`config.mk`:
```
export PLATFORM = sky130hd
export DESIGN_NAME = axi_arbiter
export DESIGN_NICKNAME = d
export VERILOG_FILES = /design/src/rtl/axi_arbiter.sv
export SDC_FILE = /design/constraint.sdc
export NUM_CORES = 1
export LEC_CHECK = 0
export BUFFER_PORTS_ARGS = -buffer_cell sky130_fd_sc_hd__buf_4
export CAP_MARGIN = 10
export CORE_AREA = 2 2 170 172
export CTS_CLUSTER_DIAMETER = 200
export DETAILED_ROUTE_END_ITERATION = 10
export DIE_AREA = 0 0 172 174
export PLACE_DENSITY = 0.4
export SYNTH_ARGS = -nofsm -noshare
export SYNTH_HDL_FRONTEND = slang
export SYNTH_SLANG_ARGS = --single-unit
export TNS_END_PERCENT = 20
```
`constraint.sdc`:
```
create_clock -name clk_i -period 2.5 [get_ports clk_i]
set_input_delay 0.125 -clock clk_i [delete_from_list [all_inputs] [get_ports clk_i]]
set_output_delay 0.125 -clock clk_i [all_outputs]
set_load 0.05 [all_outputs]
```
`src/rtl/axi_arbiter.sv`:
```
// -----------------------------------------------------------------------------
// axi_arbiter
//   Two-to-one AXI4 arbiter joining the fetch path (IFU, read-only) and the
//   load/store path (LSU, read + write) onto a single AXI4 master port.
//   One whole transaction is granted at a time: from the address phase
//   through the last R beat or the B response. Priority alternates between
//   the two requesters on contention. Responses are routed back by grant
//   state, and outgoing IDs are fixed per requester (IFU = 0, LSU = 1).
//
// Ports
//   clk_i, rst_i          clock (rising edge), async active-high reset
//   ifu_ar*  / ifu_r*     fetch read address / read data
//   lsu_ar*  / lsu_r*     LSU read address / read data
//   lsu_aw*  / lsu_w*     LSU write address / write data
//   lsu_b*                LSU write response
//   m_ar* m_r* m_aw* m_w* m_b*   shared master port (rid/bid not used)
// -----------------------------------------------------------------------------
module axi_arbiter #(
  parameter int ADDR_W = 32,
  parameter int DATA_W = 32
) (
  input  logic                clk_i,
  input  logic                rst_i,
  // IFU read address
  input  logic                ifu_arvalid,
  input  logic [ADDR_W-1:0]   ifu_araddr,
  input  logic [7:0]          ifu_arlen,
  input  logic [2:0]          ifu_arsize,
  input  logic [1:0]          ifu_arburst,
  output logic                ifu_arready,
  // IFU read data
  output logic                ifu_rvalid,
  output logic [DATA_W-1:0]   ifu_rdata,
  output logic [1:0]          ifu_rresp,
  output logic                ifu_rlast,
  input  logic                ifu_rready,
  // LSU read address
  input  logic                lsu_arvalid,
  input  logic [ADDR_W-1:0]   lsu_araddr,
  input  logic [7:0]          lsu_arlen,
  input  logic [2:0]          lsu_arsize,
  input  logic [1:0]          lsu_arburst,
  output logic                lsu_arready,
  // LSU read data
  output logic                lsu_rvalid,
  output logic [DATA_W-1:0]   lsu_rdata,
  output logic [1:0]          lsu_rresp,
  output logic                lsu_rlast,
  input  logic                lsu_rready,
  // LSU write address
  input  logic                lsu_awvalid,
  input  logic [ADDR_W-1:0]   lsu_awaddr,
  input  logic [7:0]          lsu_awlen,
  input  logic [2:0]          lsu_awsize,
  input  logic [1:0]          lsu_awburst,
  output logic                lsu_awready,
  // LSU write data
  input  logic                lsu_wvalid,
  input  logic [DATA_W-1:0]   lsu_wdata,
  input  logic [DATA_W/8-1:0] lsu_wstrb,
  input  logic                lsu_wlast,
  output logic                lsu_wready,
  // LSU write response
  output logic                lsu_bvalid,
  output logic [1:0]          lsu_bresp,
  input  logic                lsu_bready,
  // Master read address
  output logic                m_arvalid,
  output logic [ADDR_W-1:0]   m_araddr,
  output logic [3:0]          m_arid,
  output logic [7:0]          m_arlen,
  output logic [2:0]          m_arsize,
  output logic [1:0]          m_arburst,
  input  logic                m_arready,
  // Master read data
  input  logic                m_rvalid,
  input  logic [DATA_W-1:0]   m_rdata,
  input  logic [1:0]          m_rresp,
  input  logic                m_rlast,
  output logic                m_rready,
  // Master write address
  output logic                m_awvalid,
  output logic [ADDR_W-1:0]   m_awaddr,
  output logic [3:0]          m_awid,
  output logic [7:0]          m_awlen,
  output logic [2:0]          m_awsize,
  output logic [1:0]          m_awburst,
  input  logic                m_awready,
  // Master write data
  output logic                m_wvalid,
  output logic [DATA_W-1:0]   m_wdata,
  output logic [DATA_W/8-1:0] m_wstrb,
  output logic                m_wlast,
  input  logic                m_wready,
  // Master write response
  input  logic                m_bvalid,
  input  logic [1:0]          m_bresp,
  output logic                m_bready
);

  typedef enum logic [1:0] {
    IDLE   = 2'd0,
    RD_IFU = 2'd1,
    RD_LSU = 2'd2,
    WR_LSU = 2'd3
  } state_t;

  localparam logic [3:0] IFU_ID = 4'd0;
  localparam logic [3:0] LSU_ID = 4'd1;

  state_t r_state;
  state_t w_next_state;
  logic   r_last_lsu;   // 1 when the most recent grant went to the LSU
  logic   r_ar_done;    // AR handshake already taken for this read
  logic   r_aw_done;    // AW handshake already taken for this write
  logic   w_last_lsu_nxt;
  logic   w_ar_done_nxt;
  logic   w_aw_done_nxt;

  logic   w_ifu_req;
  logic   w_lsu_req;

  assign w_ifu_req = ifu_arvalid;
  assign w_lsu_req = lsu_awvalid | lsu_arvalid;

  // NOTE: sequential state uses non-blocking assignments so every register
  // samples the pre-edge value of every other register.
  always_ff @(posedge clk_i or posedge rst_i) begin
    if (rst_i) begin
      r_state    <= IDLE;
      r_last_lsu <= 1'b0;
      r_ar_done  <= 1'b0;
      r_aw_done  <= 1'b0;
    end else begin
      r_state    <= w_next_state;
      r_last_lsu <= w_last_lsu_nxt;
      r_ar_done  <= w_ar_done_nxt;
      r_aw_done  <= w_aw_done_nxt;
    end
  end

  // All outputs decode purely from r_state, so an asynchronous reset drives
  // every output to 0 in the same instant the state register clears.
  always_comb begin
    // NOTE: every signal written here gets a default first, so no path through
    // the case statement can leave one unassigned and infer a latch.
    w_next_state   = r_state;
    w_last_lsu_nxt = r_last_lsu;
    w_ar_done_nxt  = r_ar_done;
    w_aw_done_nxt  = r_aw_done;

    ifu_arready = 1'b0;
    ifu_rvalid  = 1'b0;
    ifu_rdata   = '0;
    ifu_rresp   = 2'b00;
    ifu_rlast   = 1'b0;
    lsu_arready = 1'b0;
    lsu_rvalid  = 1'b0;
    lsu_rdata   = '0;
    lsu_rresp   = 2'b00;
    lsu_rlast   = 1'b0;
    lsu_awready = 1'b0;
    lsu_wready  = 1'b0;
    lsu_bvalid  = 1'b0;
    lsu_bresp   = 2'b00;

    m_arvalid = 1'b0;
    m_araddr  = '0;
    m_arid    = 4'd0;
    m_arlen   = 8'd0;
    m_arsize  = 3'd0;
    m_arburst = 2'd0;
    m_rready  = 1'b0;
    m_awvalid = 1'b0;
    m_awaddr  = '0;
    m_awid    = 4'd0;
    m_awlen   = 8'd0;
    m_awsize  = 3'd0;
    m_awburst = 2'd0;
    m_wvalid  = 1'b0;
    m_wdata   = '0;
    m_wstrb   = '0;
    m_wlast   = 1'b0;
    m_bready  = 1'b0;

    unique case (r_state)
      IDLE: begin
        // On contention the side not granted last time wins; r_last_lsu=0
        // out of reset therefore favours the LSU first.
        if (w_ifu_req && (!w_lsu_req || r_last_lsu)) begin
          w_next_state   = RD_IFU;
          w_last_lsu_nxt = 1'b0;
        end else if (w_lsu_req) begin
          // A pending write goes ahead of a pending LSU read.
          w_next_state   = lsu_awvalid ? WR_LSU : RD_LSU;
          w_last_lsu_nxt = 1'b1;
        end
      end

      RD_IFU: begin
        m_arvalid   = ifu_arvalid & ~r_ar_done;
        m_araddr    = ifu_araddr;
        m_arid      = IFU_ID;
        m_arlen     = ifu_arlen;
        m_arsize    = ifu_arsize;
        m_arburst   = ifu_arburst;
        ifu_arready = m_arready & ~r_ar_done;
        ifu_rvalid  = m_rvalid;
        ifu_rdata   = m_rdata;
        ifu_rresp   = m_rresp;
        ifu_rlast   = m_rlast;
        m_rready    = ifu_rready;
        if (m_arvalid && m_arready) begin
          w_ar_done_nxt = 1'b1;
        end
        if (m_rvalid && ifu_rready && m_rlast) begin
          w_next_state  = IDLE;
          w_ar_done_nxt = 1'b0;
        end
      end

      RD_LSU: begin
        m_arvalid   = lsu_arvalid & ~r_ar_done;
        m_araddr    = lsu_araddr;
        m_arid      = LSU_ID;
        m_arlen     = lsu_arlen;
        m_arsize    = lsu_arsize;
        m_arburst   = lsu_arburst;
        lsu_arready = m_arready & ~r_ar_done;
        lsu_rvalid  = m_rvalid;
        lsu_rdata   = m_rdata;
        lsu_rresp   = m_rresp;
        lsu_rlast   = m_rlast;
        m_rready    = lsu_rready;
        if (m_arvalid && m_arready) begin
          w_ar_done_nxt = 1'b1;
        end
        if (m_rvalid && lsu_rready && m_rlast) begin
          w_next_state  = IDLE;
          w_ar_done_nxt = 1'b0;
        end
      end

      WR_LSU: begin
        m_awvalid   = lsu_awvalid & ~r_aw_done;
        m_awaddr    = lsu_awaddr;
        m_awid      = LSU_ID;
        m_awlen     = lsu_awlen;
        m_awsize    = lsu_awsize;
        m_awburst   = lsu_awburst;
        lsu_awready = m_awready & ~r_aw_done;
        // W is not gated by aw_done: data beats may lead or coincide with AW.
        m_wvalid    = lsu_wvalid;
        m_wdata     = lsu_wdata;
        m_wstrb     = lsu_wstrb;
        m_wlast     = lsu_wlast;
        lsu_wready  = m_wready;
        lsu_bvalid  = m_bvalid;
        lsu_bresp   = m_bresp;
        m_bready    = lsu_bready;
        if (m_awvalid && m_awready) begin
          w_aw_done_nxt = 1'b1;
        end
        if (m_bvalid && lsu_bready) begin
          w_next_state  = IDLE;
          w_aw_done_nxt = 1'b0;
        end
      end

      default: begin
        w_next_state = IDLE;
      end
    endcase
  end

endmodule

```
Yosys cells after proc, flatten, opt, wreduce, memory -nomap -nowiden

Index checks and enable logic that the tools add are counted.

Eq/ne operators: 9
Shifts and indexed selects: 0
Div/mod/pow operators: 0
Multiplexer cells: 48
Magnitude comparators: 0
$add $sub $neg: 0
Reductions and logical operators: 19
Multipliers: 0
Bitwise gates (word level): 8

Operators with widths:

| operator             | count |
|---|---|
| $mux W32             | 4 |
| $pmux W32 S2         | 1 |
| $mux W1              | 24 |
| $mux W2              | 9 |
| $pmux W8 S2          | 1 |
| $logic_and A1 B1 Y1  | 9 |
| $ne A3 B3 Y1 const B | 3 |
| $mux W8              | 1 |
| $pmux W2 S4          | 1 |
| $ne A2 B2 Y1 const B | 3 |
| $pmux W1 S2          | 3 |
| $pmux W3 S2          | 1 |
| $reduce_bool A2 Y1   | 3 |
| $and A1 B1 Y1        | 5 |
| $eq A2 B2 Y1 const B | 2 |
| $mux W4              | 1 |
| $pmux W2 S2          | 1 |
| $reduce_and A2 Y1    | 2 |
| $reduce_and A4 Y1    | 1 |
| $mux W3              | 1 |
| $reduce_and A3 Y1    | 1 |
| $eq A2 B1 Y1 const B | 1 |
| $logic_not A2 Y1     | 1 |
| $not A1 Y1           | 2 |
| other kinds (3)      | 3 |

Memories kept: 0
Word-level logic and storage cells: 88
ROM bits: 0
Memory bits (writable): 0
Bits of input ports: 223
Bits in latches: 0
Output and inout bits: 219
Register bits: 5

Longest topological paths before layout

Word-level depth: 6
Gate-level depth with buffers: 8
Depth with buffers taken out: 6

Least setup slack after synthesis

Ideal clock, no wire load.

Kind: register -> output
From: register r_state[0]
To: output m_arvalid
Data required time: 2.375 ns
Cell stages (with the launch flop): 7
Path buffers: 2
Arrival time: 2.610 ns
Setup slack: -0.235 ns
Cell sequence: dfrtp_1 -> inv_1 -> ha_1 -> buf_6 -> clkbuf_1 -> a22oi_1 -> nor3b_1

Cells in the longest elaborated chain, start to end: 2
Elaborated cells between the ends (all ways): 3
Classes of those cells: eq/ne: 2; mux: 1

Ends and longest elaborated chain:

| item                                                | line | source |
|---|---|---|
| start: declaration                                  | 111  | `state_t r_state;` |
| start signal: assignment                            | 135  | `r_state <= w_next_state;` |
| $eq A2 B2 Y1 / $eq A2 B1 Y1 (equally long branches) | 186  | `unique case (r_state)` |
| $pmux W1 S2 *                                       | 186  |  |
| end: declaration                                    | 68   | `output logic m_arvalid,` |

Every way passes the cells marked *; elsewhere a longest branch is shown, timed or not.

Final worst setup path

From: register r_state[1]
To: output m_araddr[1]

Cells in the longest elaborated chain, start to end: 2
Elaborated cells between the ends (all ways): 3
Classes of those cells: eq/ne: 2; mux: 1

Ends and longest elaborated chain:

| item                                                | line | source |
|---|---|---|
| $eq A2 B2 Y1 / $eq A2 B1 Y1 (equally long branches) | 186  |  |
| $pmux W32 S2 *                                      | 186  |  |
| end: declaration                                    | 69   | `output logic [ADDR_W-1:0] m_araddr,` |

Marks and branches as above.

==> summary.md <==
| Metric | Value |
|---|---|
| Fin crit period | ~2100 ps |
| TritonCTS buffer count | 3 |
| Antenna violations before repair | 1 |
| Worst setup margin | 393 ps |
| Layout Skew | roughly 4.6 ps |
| Synth Area in XOR/XNOR | 0% |
| Critical path cell sequence | inv_1 -> ha_2 -> buf_4 -> a22oi_1 -> nor2b_1 -> buf_4 |
| Synth warn | 0 |
| Clock Sinks | 5 |
| Total number of vias | 3920 |
| F_max | between 400 and 500 MHz |
| Final setup violation count | 0 |
| Die width | 172 um |
| Synth Area in Compound Gates | 18.5% |
| Yosys reg bits | 5 |
| # port buffers | 435 |
| Commonest non-fill, non-tap cell in the layout | buf_4 |
| Status | complete, no violations |
| Simple-Gate Fraction of Synth Area | 63.1% |
| Average cell area after synthesis | between 6 and 7 sq um |
| Core area | 28200 sq um |
| Synthesized area | 2240 sq um |
| Sw Share | between 60% and 70% |
| Peak supply drop | 0.423 mV |
| Global placement routability congestion | 0.754 |
| Routed WL | between 15000 and 20000 um |
| Post-synthesis cell count | 341 |
| Ys async rst share | 100% |
| Main combinational cell family by area after synthesis | simple AND/OR/NAND/NOR gates |
| Initial DRC Count | 116 |
| WP buf/inv | 3 |
| Largest net degree at the start of global routing | 67 |
| Setup Fix Bufs, Post-CTS | 0 |
| CP Data Required Time | 2380 ps |
| Final instance area | approximately 6000 sq um |
| Vias in the first global route | around 3800 |
| CTS root buf | clkbuf_16 |
| CP endpoint kind | output port |
| Dpl ws | 618 ps |
| Clk_lat worst skew | about 240 ps |
| Final core occ | a little over a fifth |
| TritonRoute pass-1 iters | 4 |
| Sw Pwr | approximately 4.5 mW |
| Ys flop type | dfrtp_1 |
| Clk pwr share | about 4.0% |
| Num ports | 442 |
| First-pass GRT wire length | 23900 um |
| Clock transition at path regs | around 40 ps |
| # fillers | 3232 |
| Layout area overhead | 167% |
| Unrepaired setup endpoints after global routing | false |
| Die area | 29900 sq um |
| Crit path max fanout | 26 |
| Synth unique cells | 27 |
| Starting Density | 7.93% |
| Startpoint types | register |
| CP delay by family, top | buffers and inverters |
| Die height | ~170 um |
| # DRC | 0 |
| N_diodes | 0 |
| Mux contribution to synthesized area | 0.894% |
| CP Class | register to output port |
| Max stage delay on crit path | 390 ps |
| Antenna Violating Nets Remaining | 0 |
| Reg power frac | under 10% |
| Most common cell on crit path | buf_4 |
| Sequential element share of the synthesized area | approximately 5.6% |
| Area after DPL | 5890 sq um |
| Gr usage total | 10.8% |
| Std-Cell Rows | 62 |
| Vias per inst | 3.45 |
| CP max stage cell | dfrtp_1 |
| Number of synthesized flops with an enable pin | 0 |
| Synth Area in Adders | 2.24% |
| Max Cap Viol | 0 |
| Internal | 2.36 mW |
| Hold Path Class | primary input to register |
| Nets | 981 |
| CTS H-tree depth | 1 |
| Detail Placement HPWL | 15400 um |
| Max clock buf depth | 2 |
| WHS | 87.8 ps |
| WL/cell | 15.7 um |
| Final-report hold violation count | 0 |
| Most frequent cells in the layout | 442 x buf_4, 160 x and2_1, 46 x nor2b_1, 46 x a22oi_1, 7 x nand2_1 |
| Final period util | 84.3% |
| Layout cells sized above 1 | 59.9% |
| Slew Limit Fails | 0 |
| Global route overflow | 0 |
| CTS tree | yes |
| Power per cell area | 1140 nW/um^2 |
| Leak | 3.13 nW |
| Crit path DAT | approximately 2000 ps |
| Logic pwr share | 93.8% |
## flip-flops by register name (all words and copies together), names as in the netlist
register	count
r_state	2
r_aw_done	1
r_last_lsu	1
r_ar_done	1
## stage by stage
stage / setup TNS (ps) / power [mW] / std cells
final: 0 / 6.82 / 1137
after global routing: 0 / 7.21 / 1137
after CTS: 0 / 6.91 / 1137
after detailed placement: 0 / 6.62 / 1132
after global placement: 0 / 6.67 / 1132
after floorplan: -142 / 4.61 / 346
## Yosys cell counts (2+ instances only)
cell type	n	share of area (%)
nand2b_1	2	0.56
nand2_1	7	1.2
mux2i_1	2	0.89
clkbuf_1	28	4.7
buf_6	2	1.0
a21oi_1	4	0.89
buf_2	5	1.1
buf_4	6	2.0
dfrtp_1	5	5.6
and2_1	160	45
nor2_1	2	0.34
nand3_1	4	0.89
inv_1	4	0.67
and3b_1	4	1.6
nor2b_1	46	13
ha_1	4	2.2
a22oi_1	46	15
## path summary, 6_finish.rpt
path / startpoint / endpoint / slack, ps / cells past startpoint
setup reg to reg: r_state[0]$_DFFE_PP0P_ / r_aw_done$_DFFE_PP0P_ / 780 / 5
min in group asynchronous: rst_i / r_last_lsu$_DFFE_PP0P_ / 400 / 3
hold / removal: lsu_bready / r_aw_done$_DFFE_PP0P_ / 90 / 2
setup / recovery: r_state[1]$_DFFE_PP0P_ / m_araddr[1] / 390 / 6
max in group asynchronous: rst_i / r_aw_done$_DFFE_PP0P_ / 1870 / 3
hold reg to reg: r_last_lsu$_DFFE_PP0P_ / r_last_lsu$_DFFE_PP0P_ / 520 / 1
## power groups by stage
stage | Combinational (mW) | Sequential, mW | Clock (mW)
4_1_cts | 6.48 | 0.149 | 0.282
3_5_place_dp | 6.47 | 0.151 | 0
3_3_place_gp | 6.52 | 0.151 | 0
2_1_floorplan | 4.47 | 0.139 | 0
6_report | 6.40 | 0.148 | 0.274
5_1_grt | 6.76 | 0.156 | 0.291
## metal layers
layer	vias up	part of all wire, %	routed length [um]	global-route usage [%]
li1	1922	-	-	-
met1	1738	37	6640	11.9
met2	254	51	9180	20.6
met3	4	11	1980	3.87
met4	2	0.18	33	0.420
met5	-	0.073	13	0
## what timing repair did
item	CTS	global route
gates resized for setup	0	0
hold buffers	1	0
endpoints found under the hold margin	5	0
setup endpoints to repair	0	0
## logic make-up (layout without fill, tap and decap cells)
logic type | count (synthesis) | count (layout)
AOI/OAI and AO/OA | 56 | 56
muxes | 2 | 2
buffers and inverters | 45 | 452
DFF | 5 | 5
adders and majority gates | 4 | 4
other | 1 | 6
and+or+nand+nor | 228 | 228
## area by class of cell
type	instances	area [sq um]	share of cell area [%]
sequential	5	125	2.09
clock buffer	3	75.1	1.26
timing repair buffer	444	3350	56.0
clock inverter	1	5.00	0.0837
inverter	4	15.0	0.251
multi-input combinational	296	1930	32.3
tap	384	480	8.03
(Power assumes the default switching activity.)
